**src/rtl/scramble_cipher_p.sv**
```systemverilog
// Symbol scrambler: a small multi-cycle FSM that seeds, mixes, range-reduces
// and offsets each accepted symbol before emitting its magnitude.
module scramble_cipher_p #(
  parameter int W    = 6,
  parameter int LIM  = 26,
  parameter int CMAX = 25
) (
  input  logic         clock,
  input  logic         reset,
  input  logic [W-1:0] x_in,
  input  logic         stbi,
  input  logic         mode,
  output logic [W-1:0] x_out,
  output logic         out_vld,
  output logic         busy
);

  localparam int AW = W + 3;
  localparam logic signed [AW-1:0] LIM_S     = AW'(LIM);
  localparam logic signed [AW-1:0] NEG_LIM_S = -LIM_S;
  localparam logic [W-1:0]         LIM_U     = W'(LIM);
  localparam logic [W-1:0]         CMAX_U    = W'(CMAX);

  typedef enum logic [3:0] {
    IDLE, WAIT, CHECK, SEED, MIX, RED_DN, RED_UP, OFFS, EMIT
  } state_t;

  state_t                 state, state_nxt;
  logic [W-1:0]           r_in, r_in_nxt;
  logic [W-1:0]           cont, cont_nxt;
  logic signed [AW-1:0]   acc, acc_nxt;
  logic signed [AW-1:0]   offset;
  logic [W-1:0]           acc_lo;
  logic [W-1:0]           x_out_nxt;
  logic                   out_vld_nxt;

  assign busy   = (state != IDLE) && (state != WAIT);
  assign acc_lo = acc[W-1:0];

  always_ff @(posedge clock or negedge reset) begin
    if (!reset) begin
      state   <= IDLE;
      r_in    <= '0;
      cont    <= '0;
      acc     <= '0;
      x_out   <= '0;
      out_vld <= 1'b0;
    end else begin
      state   <= state_nxt;
      r_in    <= r_in_nxt;
      cont    <= cont_nxt;
      acc     <= acc_nxt;
      x_out   <= x_out_nxt;
      out_vld <= out_vld_nxt;
    end
  end

  // All-zeros and all-ones symbols bypass the cipher but still advance cont.
  always_comb begin
    state_nxt   = state;
    r_in_nxt    = r_in;
    cont_nxt    = cont;
    acc_nxt     = acc;
    x_out_nxt   = x_out;
    out_vld_nxt = 1'b0;
    offset      = '0;
    case (state)
      IDLE: begin
        cont_nxt  = '0;
        r_in_nxt  = x_in;
        state_nxt = WAIT;
      end
      WAIT: begin
        r_in_nxt = x_in;
        if (!stbi) state_nxt = CHECK;
      end
      CHECK: begin
        if (r_in == '0 || r_in == '1) begin
          cont_nxt  = (cont < CMAX_U) ? cont + W'(1) : '0;
          acc_nxt   = {3'b000, r_in};
          state_nxt = EMIT;
        end else if (r_in <= LIM_U) begin
          state_nxt = SEED;
        end else begin
          state_nxt = WAIT;
        end
      end
      SEED: begin
        acc_nxt   = r_in[0] ? {2'b00, cont, 1'b0} : {3'b000, cont};
        state_nxt = MIX;
      end
      MIX: begin
        if (r_in[1]) begin
          acc_nxt   = {3'b000, r_in} + acc;
          state_nxt = RED_DN;
        end else begin
          acc_nxt   = {3'b000, r_in} - acc;
          state_nxt = RED_UP;
        end
      end
      RED_DN: begin
        if (acc > LIM_S) acc_nxt = acc - LIM_S;
        else             state_nxt = OFFS;
      end
      RED_UP: begin
        if (acc < NEG_LIM_S) acc_nxt = acc + LIM_S;
        else                 state_nxt = OFFS;
      end
      OFFS: begin
        case (r_in[3:2])
          2'b00:   offset = AW'(-21);
          2'b01:   offset = AW'(-42);
          2'b10:   offset = AW'(7);
          default: offset = AW'(28);
        endcase
        if (mode) offset = -offset;
        acc_nxt   = acc + offset;
        state_nxt = EMIT;
      end
      EMIT: begin
        // Low bits of -acc equal the negation of acc's low bits modulo 2^W.
        x_out_nxt   = acc[AW-1] ? -acc_lo : acc_lo;
        out_vld_nxt = 1'b1;
        state_nxt   = WAIT;
      end
      default: state_nxt = IDLE;
    endcase
  end

endmodule
```
**config.mk**
```make
export PLATFORM = sky130hd
export DESIGN_NAME = scramble_cipher_p
export DESIGN_NICKNAME = d
export VERILOG_FILES = /design/src/rtl/scramble_cipher_p.sv
export SDC_FILE = /design/constraint.sdc
export NUM_CORES = 1
export LEC_CHECK = 0
export BUFFER_PORTS_ARGS = -buffer_cell sky130_fd_sc_hd__buf_2
export CAP_MARGIN = 10
export CORE_MARGIN = 1
export CORE_UTILIZATION = 60
export DETAILED_ROUTE_END_ITERATION = 12
export GPL_TIMING_DRIVEN = 0
export MAX_ROUTING_LAYER = met4
export PLACE_DENSITY_LB_ADDON = 0.08
export SLEW_MARGIN = 20
export SYNTH_ARGS = -nofsm -noshare
export SYNTH_HDL_FRONTEND = slang
export SYNTH_SLANG_ARGS = --single-unit
export TNS_END_PERCENT = 100
```
**constraint.sdc**
```tcl
create_clock -name clock -period 3.5 [get_ports clock]
set_clock_uncertainty 0.2 [all_clocks]
set_input_delay 0.35 -clock clock [delete_from_list [all_inputs] [get_ports clock]]
set_output_delay 0.35 -clock clock [all_outputs]
set_load 0.03 [all_outputs]
```
Word level (Yosys, flattened, before mapping)
Cells that the tools add are included.
{"block": "op_classes", "addsub": 8, "n_lt_le_gt_ge": 4, "eq_ne": 18, "mux": 22, "reduce_logical": 13}
{"op": "9-bit 2-to-1 mux", "n": 7}
{"op": "9-bit one-hot mux with 6 select lines", "n": 1}
{"op": "4-bit one-hot mux with 8 select lines", "n": 1}
{"op": "9-bit one-hot mux with 3 select lines", "n": 1}
{"op": "6-bit 2-to-1 mux", "n": 3}
{"op": "4-bit by 3-bit == test with 1-bit output (second input constant)", "n": 4}
{"op": "4-bit 2-to-1 mux", "n": 4}
{"op": "2-bit inequality test (second input constant)", "n": 6}
{"op": "6-bit one-hot mux with 2 select lines", "n": 1}
{"op": "6-bit by 9-bit adder with 9-bit output", "n": 1}
{"op": "9-bit by 6-bit adder with 9-bit output (second input constant)", "n": 1}
{"op": "9-bit adder", "n": 1}
{"op": "9-bit by 6-bit greater-than comparator with 1-bit output (second input constant)", "n": 1}
{"op": "9-bit by 6-bit < comparator with 1-bit output (second input constant)", "n": 1}
{"op": "9-bit negator", "n": 1}
{"op": "6-bit by 9-bit subtractor with 9-bit output", "n": 1}
{"op": "9-bit by 6-bit subtractor with 9-bit output (second input constant)", "n": 1}
{"op": "4-bit by 2-bit == test with 1-bit output (second input constant)", "n": 2}
{"op": "7-bit 2-to-1 mux", "n": 1}
{"op": "6-bit by 1-bit adder with 6-bit output (second input constant)", "n": 1}
{"op": "6-bit == test (second input constant)", "n": 1}
{"op": "6-bit by 5-bit <= comparator with 1-bit output (second input constant)", "n": 1}
{"op": "6-bit zero test", "n": 1}
{"op": "6-bit by 5-bit < comparator with 1-bit output (second input constant)", "n": 1}
{"op": "19 further kinds", "n": 21}
{"block": "word_totals", "ff_bits": 32, "in_bits": 10, "out_inout_bits": 8, "word_cells": 71}

Logic depth before layout (Yosys ltp)
{"block": "logic_depth", "word_depth": 8, "mapped_depth": 14, "ltp_nobuf": 13}

Worst setup path before layout
No wires, ideal clock.
{"block": "synth_timing", "path_type": "register -> register", "start": "reg acc[1]", "end": "reg acc[6]", "setup_ps": 127, "t_arrival_ps": 2625, "t_required_ps": 3173, "setup_slack_ps": 547, "path_stages_with_launch": 15, "path_buffers": 1, "synth_period_minus_slack_ps": 2953, "cell_sequence": "dfrtp_1 -> buf_2 -> inv_1 -> ha_1 -> nand2b_1 -> nor3_1 -> nor2_1 -> xnor2_1 -> ha_1 -> or3_1 -> o22ai_1 -> xor2_1 -> nor3_1 -> a211oi_1 -> o22ai_1"}
{"block": "synth_between", "elab_chain_cells": 3, "word_cells_on_any_way": 14, "classes_between": "5 x add/sub; 2 x order compare; 2 x eq/ne; 4 x mux; 1 x reduce/logical"}
{"element": "start: declaration", "line": "31", "source": "logic signed [AW-1:0] acc, acc_nxt;"}
{"element": "start signal: assignment", "line": "52", "source": "acc <= acc_nxt;"}
{"element": "9-bit by 6-bit adder with 9-bit output, or another cell as far along", "line": "106", "source": "if (acc < NEG_LIM_S) acc_nxt = acc + LIM_S;"}
{"element": "9-bit 2-to-1 mux, or another cell as far along", "line": "106"}
{"element": "9-bit one-hot mux with 6 select lines / 4-bit AND reduction (equally long branches)"}
Several ways; a longest one is shown, not always the timed one. The select of a mux whose other input is x is not followed.
A chain may end at the register's enable or synchronous reset.

Final worst setup path
Same ends and word-level chain as after synthesis.

==> impl_summary.txt <==
----------------------------------------------------
[Run]
  Number of max-cap violations ... 0

[Critical path]
  FF-to-FF setup slack ... 0.23 ns
  Critical path capture point type ... register
  First element of the critical path ... acc[1]
  Depth of the worst register-to-register path ... 14
  Buffers and inverters on the worst path ... 2
  Max FO, Critical Path ... 9
  CP Data Arrival Time ... 3.23 ns
  Cell family with most CP delay ... simple AND/OR/NAND/NOR gates
  Critical-path cell with the highest stage delay ... sky130_fd_sc_hd__dfrtp_2
  Startpoint-to-endpoint class of the critical path ... register to register
  Critical Path Source Type ... register
  Crit path cell chain ... buf_2 > inv_2 > ha_1 > nand2b_1 > nor3_4 > nor2_1 > xnor2_1 > ha_1 > or3_1 > o22ai_1 > xor2_1 > nor3_1 > a211oi_1 > o22ai_1
  Required time at the endpoint of the critical path ... 3.46 ns
  Destination of the worst register-to-register timing path ... acc[6]
  Max incr delay on CP ... 0.46 ns
  Crit Reg-Reg Startpoint ... acc[1]

[Timing]
  Final-layout setup total negative slack ... 0 ns
  Final Slew Violations ... 0
  Final setup slack of the worst path ... 0.232 ns
  Fmax ... 0.306 GHz
  Final critical-path share of the clock period ... 0.934
  Final critical path time including I/O delays and setup ... 3.27 ns
  Worst Hold Margin ... 0.0636 ns
  Tightest slew margin relative to the limit ... 0.291
  Setup violations, final ... 0
  Transition at the pin with the smallest max-transition slack ... 1.06 ns
  Setup repair after global routing missed its margin ... false
  Final Hold Viols ... 0

[Synthesis]
  Syn Inst Count ... 393
  Post-Syn Area ... 3260 um2
  Post-synth top flop ... sky130_fd_sc_hd__dfrtp_1
  Synth unique cells ... 63
  Post-synth EDFFs ... 0
  Most area-consuming cells after synthesis ... sky130_fd_sc_hd__dfrtp_1, sky130_fd_sc_hd__ha_1, sky130_fd_sc_hd__a21oi_1, sky130_fd_sc_hd__xnor2_1, sky130_fd_sc_hd__o21ai_0
  Share of synthesized registers carrying an async set or reset ... 1.00
  YS warnings ... 0
  Post-Synthesis Net Count ... 431
  Sequential cell area fraction in the yosys report ... 0.246
  Area share of the largest cell type after synthesis ... 0.246
  Flip-flop and latch count after synthesis ... 32
  Leading area contributor after synthesis ... sky130_fd_sc_hd__dfrtp_1
  Synth Area per Inst ... 8.29 um2
  Most frequent cells after synthesis ... sky130_fd_sc_hd__a21oi_1, sky130_fd_sc_hd__nor2_1, sky130_fd_sc_hd__dfrtp_1, sky130_fd_sc_hd__o21ai_0, sky130_fd_sc_hd__ha_1
  Most instantiated library cell after synthesis ... sky130_fd_sc_hd__a21oi_1

[Detailed routing]
  Pre-antenna DRT Iters ... 5
  DRT iter0 DRCs ... 182
  Mean number of vias per cell ... 6.11
  Routed vias ... 2,984
  Wire length per cell after detailed routing ... 17.1 um
  Remaining design rule violation count ... 0
  Total routed wirelength ... 8340 um
  Post-route antenna net violation count ... 0

[Cells and area]
  Area overhead of the layout relative to synthesis ... 8.71%
  Filler cell count ... 445
  Fraction of final layout cells with drive strength greater than 1 ... 0.167
  Antenna diodes ... 0
  Cell Count, Final, Fillers Out ... 488
  Number of nets in the final layout ... 455
  Sequential cell area in the final layout ... 802 um2
  Multi-input gate area in the final layout ... 2290 um2

[Die]
  Initial core utilization ... 0.630
  Width of the die ... 75.7 um
  Core area ... 5170 um2
  Number of top-level pins ... 18
  Die outline height ... 75.7 um
  Floorplan die area ... 5730 um2
  Row count ... 26

[Place]
  Cell count after placement ... 479
  Setup slack after placement ... 0.0411 ns
  Number of input and output port buffers inserted ... 16
  Half-perimeter wire length of the detailed placement result ... 6380 um
  Global placement routability congestion ... 0.914

[CTS]
  CTS Buf Count ... 5
  Clock slew at the register clock pins of the worst setup and hold paths ... 0.07 ns
  Number of buffers inserted to repair setup after CTS ... 0
  Clk buf depth ... 2
  Skew-Pair Late Insertion Delay ... 0.29 ns
  CTS Sinks ... 32
  Clock root buffer master ... sky130_fd_sc_hd__clkbuf_8
  Number of H-tree levels ... 2
  TritonCTS clock tree ... done

[Hold path]
  Min-Delay Endpoint ... r_in[2]
  Path class of the lowest-slack min-delay path ... input port to register
  Worst hold path startpoint ... x_in[2]
  Worst hold stages ... 3

[Global routing]
  Number of antenna violations at the first check in global routing ... 0
  Grt total ovfl ... 0
  Largest net degree at the start of global routing ... 33
  Via count of the first global-routing pass ... 2,685
  Wire length of the first global-routing pass ... 13,100 um
  All-Layer GR Usage ... 0.324

[Status]
  Run status ... complete, no violations

----------------------------------------------------
==> stage by stage <==
| step | area (um2) | util |
|---|---|---|
| finish | 3540 | 0.685 |
| global route | 3540 | 0.685 |
| CTS | 3530 | 0.683 |
| detailed placement | 3430 | 0.663 |
| global placement | 3430 | 0.663 |
| floorplan | 3260 | - |
==> how the worst max path moves through the flow <==
stage / endpoint / cells after the start / slack [ns]
6_report: acc[6] / 14 / 0.23
3_3_place_gp: acc[6] / 14 / 0.07
5_1_grt: acc[5] / 12 / 0.03
3_5_place_dp: acc[6] / 14 / 0.04
4_1_cts: acc[6] / 14 / 0.008
2_1_floorplan: acc[6] / 14 / 0.55
==> what timing repair did <==
| action | CTS | global route |
|---|---|---|
| resized for setup | 0 | 4 |
| hold buffers | 1 | 0 |
| setup endpoints to repair | 0 | 4 |
| endpoints found under the hold margin | 32 | 0 |
==> cells in the final DEF (no fill, tap or decap), types with 4 or more instances in the layout <==
cell type,count
sky130_fd_sc_hd__nand3_1,6
sky130_fd_sc_hd__nor2b_1,8
sky130_fd_sc_hd__o21ai_1,4
sky130_fd_sc_hd__nor2_1,38
sky130_fd_sc_hd__clkbuf_8,6
sky130_fd_sc_hd__xor2_1,12
sky130_fd_sc_hd__ha_1,27
sky130_fd_sc_hd__nor3_1,6
sky130_fd_sc_hd__and3_1,4
sky130_fd_sc_hd__a31oi_1,4
sky130_fd_sc_hd__a211oi_1,10
sky130_fd_sc_hd__a21o_1,4
sky130_fd_sc_hd__nand2b_1,6
sky130_fd_sc_hd__o21bai_1,4
sky130_fd_sc_hd__mux2_2,8
sky130_fd_sc_hd__and2_1,4
sky130_fd_sc_hd__clkbuf_1,5
sky130_fd_sc_hd__mux2i_1,9
sky130_fd_sc_hd__buf_2,29
sky130_fd_sc_hd__xnor2_1,20
sky130_fd_sc_hd__o22ai_1,4
sky130_fd_sc_hd__inv_1,11
sky130_fd_sc_hd__a21oi_1,40
sky130_fd_sc_hd__buf_4,4
sky130_fd_sc_hd__dfrtp_1,31
sky130_fd_sc_hd__nand2_1,25
sky130_fd_sc_hd__o21ai_0,31
==> kinds of logic after synthesis <==
group	Yosys count	synth area share
AOI/OAI and AO/OA	128	0.249
xor gates and xnor gates	32	0.0860
adders and majority gates	28	0.110
buffers and inverters	35	0.0545
DFF	32	0.246
muxes	17	0.0553
and+or+nand+nor	121	0.200
==> metal layers <==
layer / GRT usage / vias to the layer above / wire, um
met5: - / - / 0
met4: 0.144 / 0 / 269
met3: 0.0582 / 27 / 412
met2: 0.507 / 92 / 3870
met1: 0.409 / 1392 / 3790
li1: - / 1473 / -
==> final cells by class <==
class	count	share of cell area
Timing Repair Buffer	17	0.0254
Sequential cell	32	0.226
Tap cell	70	0.0247
Multi-Input combinational cell	326	0.647
Inverter	12	0.0127
Clock buffer	7	0.0244
Clock inverter	1	0.00212
Buffer	23	0.0374
==> worst min-delay path: stages <==
cell,delay [ns]
sky130_fd_sc_hd__buf_2,0.07
sky130_fd_sc_hd__nand2_1,0.03
sky130_fd_sc_hd__o21ai_0,0.06
==> sequential cells by signal, indices dropped and copies added (netlist names) <==
name and count:
x_out 6, r_in 6, out_vld 1, acc 9
state 4, cont 6
Power is left out: the tool's default activity adds up to more than one toggle a clock period on the data nets, which glitch-free logic cannot reach.
